### src/rtl/multi_channel_fifo.sv
// -----------------------------------------------------------------------------
// multi_channel_fifo
//
// NUM_CH independent circular queues that share one storage block. At most
// one push and one pop are accepted per cycle. Each is steered to a queue by
// its own channel index. Pop data is registered and qualified by a one-cycle
// valid strobe. A combinational peek port exposes the head of any queue.
// Rejected requests raise sticky error flags, which err_clear clears.
//
// Ports
//   clk             rising-edge clock
//   rst             synchronous active-high reset (control state only; the
//                   storage array is never cleared)
//   push_valid      push request this cycle
//   push_ch         target queue of the push
//   push_data       word to enqueue
//   push_ready      target queue exists and is not full (combinational)
//   pop_valid       pop request this cycle
//   pop_ch          source queue of the pop
//   pop_ready       source queue exists and is not empty (combinational)
//   pop_data        registered dequeued word (held when no pop is accepted)
//   pop_data_valid  one-cycle strobe: pop_data was updated by the last edge
//   peek_ch         queue whose head is shown on peek_data
//   peek_data       head word of peek_ch, 0 when that queue is empty
//   peek_valid      peek_ch exists and is not empty
//   full / empty    per-queue flags derived from registered counts
//   count           per-queue occupancy, queue i at [i*CNT_W +: CNT_W]
//   err_clear       clears overflow_err / underflow_err (a new error wins)
//   overflow_err    sticky: a push was rejected
//   underflow_err   sticky: a pop was rejected
// -----------------------------------------------------------------------------
module multi_channel_fifo #(
    parameter int  WIDTH  = 32,
    parameter int  DEPTH  = 16,
    parameter int  NUM_CH = 4,
    localparam int CH_W   = (NUM_CH > 1) ? $clog2(NUM_CH) : 1,
    localparam int CNT_W  = $clog2(DEPTH + 1)
) (
    input  logic                    clk,
    input  logic                    rst,

    input  logic                    push_valid,
    input  logic [CH_W-1:0]         push_ch,
    input  logic [WIDTH-1:0]        push_data,
    output logic                    push_ready,

    input  logic                    pop_valid,
    input  logic [CH_W-1:0]         pop_ch,
    output logic                    pop_ready,
    output logic [WIDTH-1:0]        pop_data,
    output logic                    pop_data_valid,

    input  logic [CH_W-1:0]         peek_ch,
    output logic [WIDTH-1:0]        peek_data,
    output logic                    peek_valid,

    output logic [NUM_CH-1:0]       full,
    output logic [NUM_CH-1:0]       empty,
    output logic [NUM_CH*CNT_W-1:0] count,

    input  logic                    err_clear,
    output logic                    overflow_err,
    output logic                    underflow_err
);

    localparam int PTR_W = $clog2(DEPTH);

    // One past the highest legal channel index, at index width + 1 so the
    // comparison still works when NUM_CH is an exact power of two.
    localparam logic [CH_W:0] CH_LIM = (CH_W + 1)'(NUM_CH);

    localparam logic [CNT_W-1:0] CNT_FULL = CNT_W'(DEPTH);

    // -------------------------------------------------------------------------
    // State
    // -------------------------------------------------------------------------
    logic [WIDTH-1:0] mem_q  [NUM_CH][DEPTH];
    logic [PTR_W-1:0] head_q [NUM_CH];
    logic [PTR_W-1:0] tail_q [NUM_CH];
    logic [CNT_W-1:0] cnt_q  [NUM_CH];
    logic [CNT_W-1:0] cnt_d  [NUM_CH];

    logic [WIDTH-1:0] pop_data_q;
    logic [WIDTH-1:0] pop_data_d;
    logic             pop_vld_q;
    logic             pop_vld_d;
    logic             ovf_q;
    logic             ovf_d;
    logic             udf_q;
    logic             udf_d;

    // -------------------------------------------------------------------------
    // Channel index qualification
    // -------------------------------------------------------------------------
    // An index beyond NUM_CH-1 is treated as a queue that is both full and
    // empty. The *_idx copies are forced to 0 in that case, so that array
    // reads never go out of bounds. The *_ok terms mask any result.
    logic            push_ch_ok;
    logic            pop_ch_ok;
    logic            peek_ch_ok;
    logic [CH_W-1:0] push_idx;
    logic [CH_W-1:0] pop_idx;
    logic [CH_W-1:0] peek_idx;

    always_comb begin
        push_ch_ok = ({1'b0, push_ch} < CH_LIM);
        pop_ch_ok  = ({1'b0, pop_ch}  < CH_LIM);
        peek_ch_ok = ({1'b0, peek_ch} < CH_LIM);
        push_idx   = push_ch_ok ? push_ch : '0;
        pop_idx    = pop_ch_ok  ? pop_ch  : '0;
        peek_idx   = peek_ch_ok ? peek_ch : '0;
    end

    // -------------------------------------------------------------------------
    // Status flags and packed count output
    // -------------------------------------------------------------------------
    always_comb begin
        full  = '0;
        empty = '0;
        count = '0;
        for (int i = 0; i < NUM_CH; i++) begin
            full[i]                    = (cnt_q[i] == CNT_FULL);
            empty[i]                   = (cnt_q[i] == '0);
            count[i*CNT_W +: CNT_W]    = cnt_q[i];
        end
    end

    // -------------------------------------------------------------------------
    // Acceptance (judged purely on start-of-cycle state)
    // -------------------------------------------------------------------------
    logic push_acc;
    logic pop_acc;

    always_comb begin
        push_ready = push_ch_ok && !full[push_idx];
        pop_ready  = pop_ch_ok  && !empty[pop_idx];
        push_acc   = push_valid && push_ready;
        pop_acc    = pop_valid  && pop_ready;
    end

    // -------------------------------------------------------------------------
    // Head peek: the head of the selected queue. This path does not bypass
    // a push made in the same cycle, so an empty queue shows 0.
    // -------------------------------------------------------------------------
    always_comb begin
        peek_valid = peek_ch_ok && !empty[peek_idx];
        peek_data  = '0;
        if (peek_valid) begin
            peek_data = mem_q[peek_idx][head_q[peek_idx]];
        end
    end

    // -------------------------------------------------------------------------
    // Next-state: occupancy, pop output register, sticky errors
    // -------------------------------------------------------------------------
    always_comb begin
        for (int i = 0; i < NUM_CH; i++) begin
            cnt_d[i] = cnt_q[i];
            if (push_acc && (push_idx == CH_W'(i)) && !(pop_acc && (pop_idx == CH_W'(i)))) begin
                cnt_d[i] = cnt_q[i] + CNT_W'(1);
            end else if (pop_acc && (pop_idx == CH_W'(i)) && !(push_acc && (push_idx == CH_W'(i)))) begin
                cnt_d[i] = cnt_q[i] - CNT_W'(1);
            end
        end

        pop_data_d = pop_data_q;
        pop_vld_d  = 1'b0;
        if (pop_acc) begin
            pop_data_d = mem_q[pop_idx][head_q[pop_idx]];
            pop_vld_d  = 1'b1;
        end

        // The clear is applied first, so an error in the same cycle wins.
        ovf_d = err_clear ? 1'b0 : ovf_q;
        udf_d = err_clear ? 1'b0 : udf_q;
        if (push_valid && !push_acc) begin
            ovf_d = 1'b1;
        end
        if (pop_valid && !pop_acc) begin
            udf_d = 1'b1;
        end
    end

    // -------------------------------------------------------------------------
    // Control registers
    // -------------------------------------------------------------------------
    always_ff @(posedge clk) begin
        if (rst) begin
            for (int i = 0; i < NUM_CH; i++) begin
                head_q[i] <= '0;
                tail_q[i] <= '0;
                cnt_q[i]  <= '0;
            end
            pop_data_q <= '0;
            pop_vld_q  <= 1'b0;
            ovf_q      <= 1'b0;
            udf_q      <= 1'b0;
        end else begin
            for (int i = 0; i < NUM_CH; i++) begin
                cnt_q[i] <= cnt_d[i];
                // DEPTH is a power of two, so natural pointer overflow gives
                // the modulo-DEPTH wrap.
                if (push_acc && (push_idx == CH_W'(i))) begin
                    tail_q[i] <= tail_q[i] + PTR_W'(1);
                end
                if (pop_acc && (pop_idx == CH_W'(i))) begin
                    head_q[i] <= head_q[i] + PTR_W'(1);
                end
            end
            pop_data_q <= pop_data_d;
            pop_vld_q  <= pop_vld_d;
            ovf_q      <= ovf_d;
            udf_q      <= udf_d;
        end
    end

    // -------------------------------------------------------------------------
    // Storage: no reset. A write in a reset cycle is suppressed, so the
    // discarded push cannot land in the array.
    // -------------------------------------------------------------------------
    always_ff @(posedge clk) begin
        if (!rst && push_acc) begin
            mem_q[push_idx][tail_q[push_idx]] <= push_data;
        end
    end

    assign pop_data       = pop_data_q;
    assign pop_data_valid = pop_vld_q;
    assign overflow_err   = ovf_q;
    assign underflow_err  = udf_q;

endmodule

### config.mk
export PLATFORM = sky130hd
export DESIGN_NAME = multi_channel_fifo
export DESIGN_NICKNAME = d
export VERILOG_FILES = /design/src/rtl/multi_channel_fifo.sv
export SDC_FILE = /design/constraint.sdc
export NUM_CORES = 2
export LEC_CHECK = 0
export BUFFER_PORTS_ARGS = -buffer_cell sky130_fd_sc_hd__buf_2
export CAP_MARGIN = 15
export CORE_UTILIZATION = 30
export CTS_BUF_LIST = sky130_fd_sc_hd__clkbuf_16
export DETAILED_ROUTE_END_ITERATION = 16
export SYNTH_ARGS = -nofsm -noshare
export SYNTH_HDL_FRONTEND = slang
export SYNTH_SLANG_ARGS = --single-unit
export TNS_END_PERCENT = 30
### constraint.sdc
create_clock -name clk -period 6.7 [get_ports clk]
set_input_delay 0.335 -clock clk [delete_from_list [all_inputs] [get_ports clk]]
set_output_delay 0.335 -clock clk [all_outputs]
set_load 0.02 [all_outputs]
==> reports/metrics.csv <==
stage;metric;value;unit
timing;Period minus WS final;5.53;ns
place;post-DP HPWL;189000;um
timing;final hold violations;0;
clock_network;root buf cell;clkbuf_16;
drt;vias;55700;
finish;Syn-to-layout area delta;14.5;%
worst_setup_path;Max FO, Critical Path;46;
timing;Fin Setup TNS;0;ns
worst_setup_path;worst path cell trace;mux4_4 > nor2_4 > buf_4 > a2111oi_0 > buf_2 > buf_4 > nor3_1 > buf_2;
worst_setup_path;largest stage delay on the critical path;1.10;ns
logic_synthesis;Syn Area/Cell;19.9;um2
clock_network;clk sinks;2135;
worst_setup_path;Worst setup SP type;register;
worst_setup_path;Worst Reg-to-Reg Cells;7;
finish;Non-Filler Instances;9769;
timing;Setup Skew;0.0575;ns
timing;Setup violations, final;0;
drt;M1 WL;124000;um
clock_network;H-Tree Depth;4;
worst_setup_path;reg2reg end;mem_q[0][404]$_DFFE_PP_;
timing;Rel. slew slack;0.128;
place;RePlAce Congestion;0.830;
place;Inst Count DP;9309;
logic_synthesis;register area share after synthesis;0.637;
timing;RSZ-0062 raised after global routing;false;
worst_setup_path;critical-path cell with the highest stage delay;mux4_4;
worst_setup_path;Req. time, crit path;6.36;ns
floorplan;IO Pins;141;
drt;WL met3;27800;um
finish;multi-input logic area;34800;um2
grt;Congestion Overflow GR;0;
floorplan;die area;335000;um2
drt;starting DRC count in detailed routing;7045;
finish;fill count;30800;
drt;antenna viol nets, final;0;
logic_synthesis;Syn Inst Count;5009;
logic_synthesis;net count after synthesis;5082;
drt;drt pass-1 iters;5;
floorplan;Die X-Extent;579;um
logic_synthesis;Distinct cells, synth;47;
worst_setup_path;Reg-to-Reg Start;cnt_q[3][1]$_SDFFE_PP0P_;
grt;largest net degree at the start of global routing;122;
drt;Max Used Layer;met5;
timing;Slew @ Worst Pin;1.30;ns
grt;vias in the first global route;57000;
drt;met2 wire length;152000;um
floorplan;Starting Density;0.302;
drt;routed len/inst;32.3;um
outcome;outcome;finished clean;
timing;period utilisation layout;0.825;
finish;Reg area;63600;um2
clock_network;Resize count post-CTS;0;
logic_synthesis;Mapped Area;99800;um2
clock_network;largest buffer count on any clock path;3;
logic_synthesis;Post-synth EDFFs;2080;
floorplan;FP Rows;211;
floorplan;Core Area;331000;um2
worst_setup_path;critical path class;register to output port;
worst_setup_path;Critical Path AT;5.19;ns
drt;WL final;315000;um
grt;initial antenna violation count;21;
clock_network;Inserted Clock Buffers;225;
timing;Fmax;0.181;GHz
worst_setup_path;crit end category;output port;
worst_setup_path;WP buf/inv;4;
power;VDD IR max;0.000296;V
finish;fin nets;5273;
power;PD cells;271;nW/um2
drt;# DRC;0;
floorplan;Die Ht;579;um
clock_network;worst-skew pair later-pin latency;0.90;ns
logic_synthesis;asr flop ratio synth;0;
worst_setup_path;setup slack, reg-to-reg;2.43;ns
power;LEAKAGE;0.0355;uW
logic_synthesis;top_reg_cell synth;edfxtp_1;
grt;first-pass GRT wire length;442000;um
grt;Total GRT Usage;0.186;
logic_synthesis;Syn. warnings;0;
timing;max-slew violation count;0;
timing;final worst setup slack;1.17;ns
min_path;hold_sp;push_data[11];
job;max cap viols;0;
drt;vias per cell;5.70;
worst_setup_path;CP delay by family, top;simple AND/OR/NAND/NOR gates;
place;pre-CTS setup slack;1.92;ns
logic_synthesis;FF+latch count, synth;2135;
clock_network;CTS tree;done;
clock_network;Clock transition at path regs;0.07;ns
min_path;Hold Path Sink;mem_q[2][491]$_DFFE_PP_;
min_path;hold path cells;1;
finish;share of cells above drive strength 1;0.363;
min_path;worst hold path type;primary input to register;
place;Port Buffers;140;
sequential cells by signal, indices dropped and copies added, names as in the netlist:
name,count
pop_data,32
mem_q,2048
pop_data_valid,1
head_q,16
overflow_err,1
tail_q,16
cnt_q,20
underflow_err,1
cells in the mapped netlist (all sizes together) (5+ instances only):
master   instances  area (um2)
ha              26         325
clkbuf         102         383
a211oi          66         500
buf            290        1500
xor2            16         140
nor2           182         683
inv             18        67.6
o22ai           64         400
nor2b           39         244
mux4          1035       23300
or3              6        37.5
o21ai            9        45.0
a22oi           64         480
xnor2           16         140
a221o           32         320
a21oi           86         430
nand3           11        55.1
and3             6        37.5
nand2          150         563
dfxtp           55        1100
edfxtp        2080       62500
a2111oi         11         115
mux2           205        2370
a311oi          22         193
mux2i          287        2880
a21o             5        37.5
nor3            38         200
o211ai          65         533
worst max-delay path by stage:
stage | start | to | slack, ns | cells after the start
2_1_floorplan | cnt_q[3][0]$_SDFFE_PP0P_ | mem_q[0][224]$_DFFE_PP_ | 2.94 | 6
3_3_place_gp | peek_ch[0] | peek_data[1] | 1.88 | 8
3_5_place_dp | peek_ch[0] | peek_data[1] | 1.92 | 9
4_1_cts | head_q[2][2]$_SDFFCE_PN0P_ | peek_data[1] | 1.25 | 8
5_1_grt | head_q[2][2]$_SDFFCE_PN0P_ | peek_data[1] | 1.23 | 8
6_report | head_q[2][2]$_SDFFCE_PN0P_ | peek_data[1] | 1.17 | 8
timing repair:
| action | CTS | global route |
|---|---|---|
| hold buffers | 7 | 9 |
| setup buffers | 0 | 0 |
| endpoints found under the hold margin | 25 | 135 |
stage by stage:
step                power [uW]  instance area (um2)  utilization  hold slack [ns]
finish                   31000               114000        0.346           0.0211
global route             31800               114000        0.345           0.0182
CTS                      31100               114000        0.344          0.00780
detailed placement       18900               107000        0.322            0.469
global placement         18900               106000        0.322            0.470
floorplan                17300                99800            -            0.434
layout make-up:
type,count,share of cell area
repair buffers,356,0.0264
well taps,4366,0.0478
clock inverters,191,0.0139
flip-flops and latches,2135,0.557
multi-input cells,2464,0.305
diodes,14,0.000307
clock buffers,225,0.0493
inverters,18,0.000592
layer usage:
layer | track usage | vias up
li1 | - | 22000
met1 | 0.249 | 30400
met2 | 0.302 | 2808
met3 | 0.0363 | 552
met4 | 0.0633 | 8
met5 | 0 | -
report_power, final:
group	internal, uW	total [uW]	switching [uW]
logic	1380	3800	2430
registers	14800	14900	117
clock network	6840	12300	5450
total	23000	31000	7990
cell families (layout without fill, tap and decap cells):
| family | count (synthesis) | count (layout) | synth area share |
|---|---|---|---|
| mux | 1527 | 1527 | 0.286 |
| fa+ha+maj | 30 | 30 | 0.00406 |
| other cells | 0 | 14 | 0 |
| xor+xnor | 32 | 32 | 0.00281 |
| simple gates | 447 | 447 | 0.0192 |
| compound gates | 428 | 428 | 0.0309 |
| buf+inv | 410 | 790 | 0.0195 |
| flops | 2135 | 2135 | 0.637 |
placed cells by master (no fill, tap or decap), types with 19 or more instances in the layout:
master | netlist | routed
mux4_2 | 1035 | 1031
a221o_1 | 32 | 32
o22ai_1 | 64 | 64
mux2_2 | 155 | 155
clkinv_2 | 0 | 45
mux2_1 | 34 | 34
nor2b_1 | 39 | 39
mux2i_1 | 286 | 285
a311oi_1 | 22 | 22
buf_2 | 256 | 137
a211oi_1 | 65 | 65
o211ai_1 | 56 | 56
nor3_1 | 36 | 35
dfxtp_1 | 55 | 55
inv_1 | 18 | 74
a22oi_1 | 64 | 64
clkbuf_16 | 0 | 225
nor2_4 | 0 | 66
clkinv_1 | 0 | 45
edfxtp_1 | 2080 | 2080
buf_12 | 0 | 43
nand2_1 | 150 | 147
nor2_1 | 182 | 116
bufinv_16 | 0 | 19
a21oi_1 | 86 | 86
buf_4 | 10 | 152
ha_1 | 26 | 26
(Power assumes the default switching activity.)
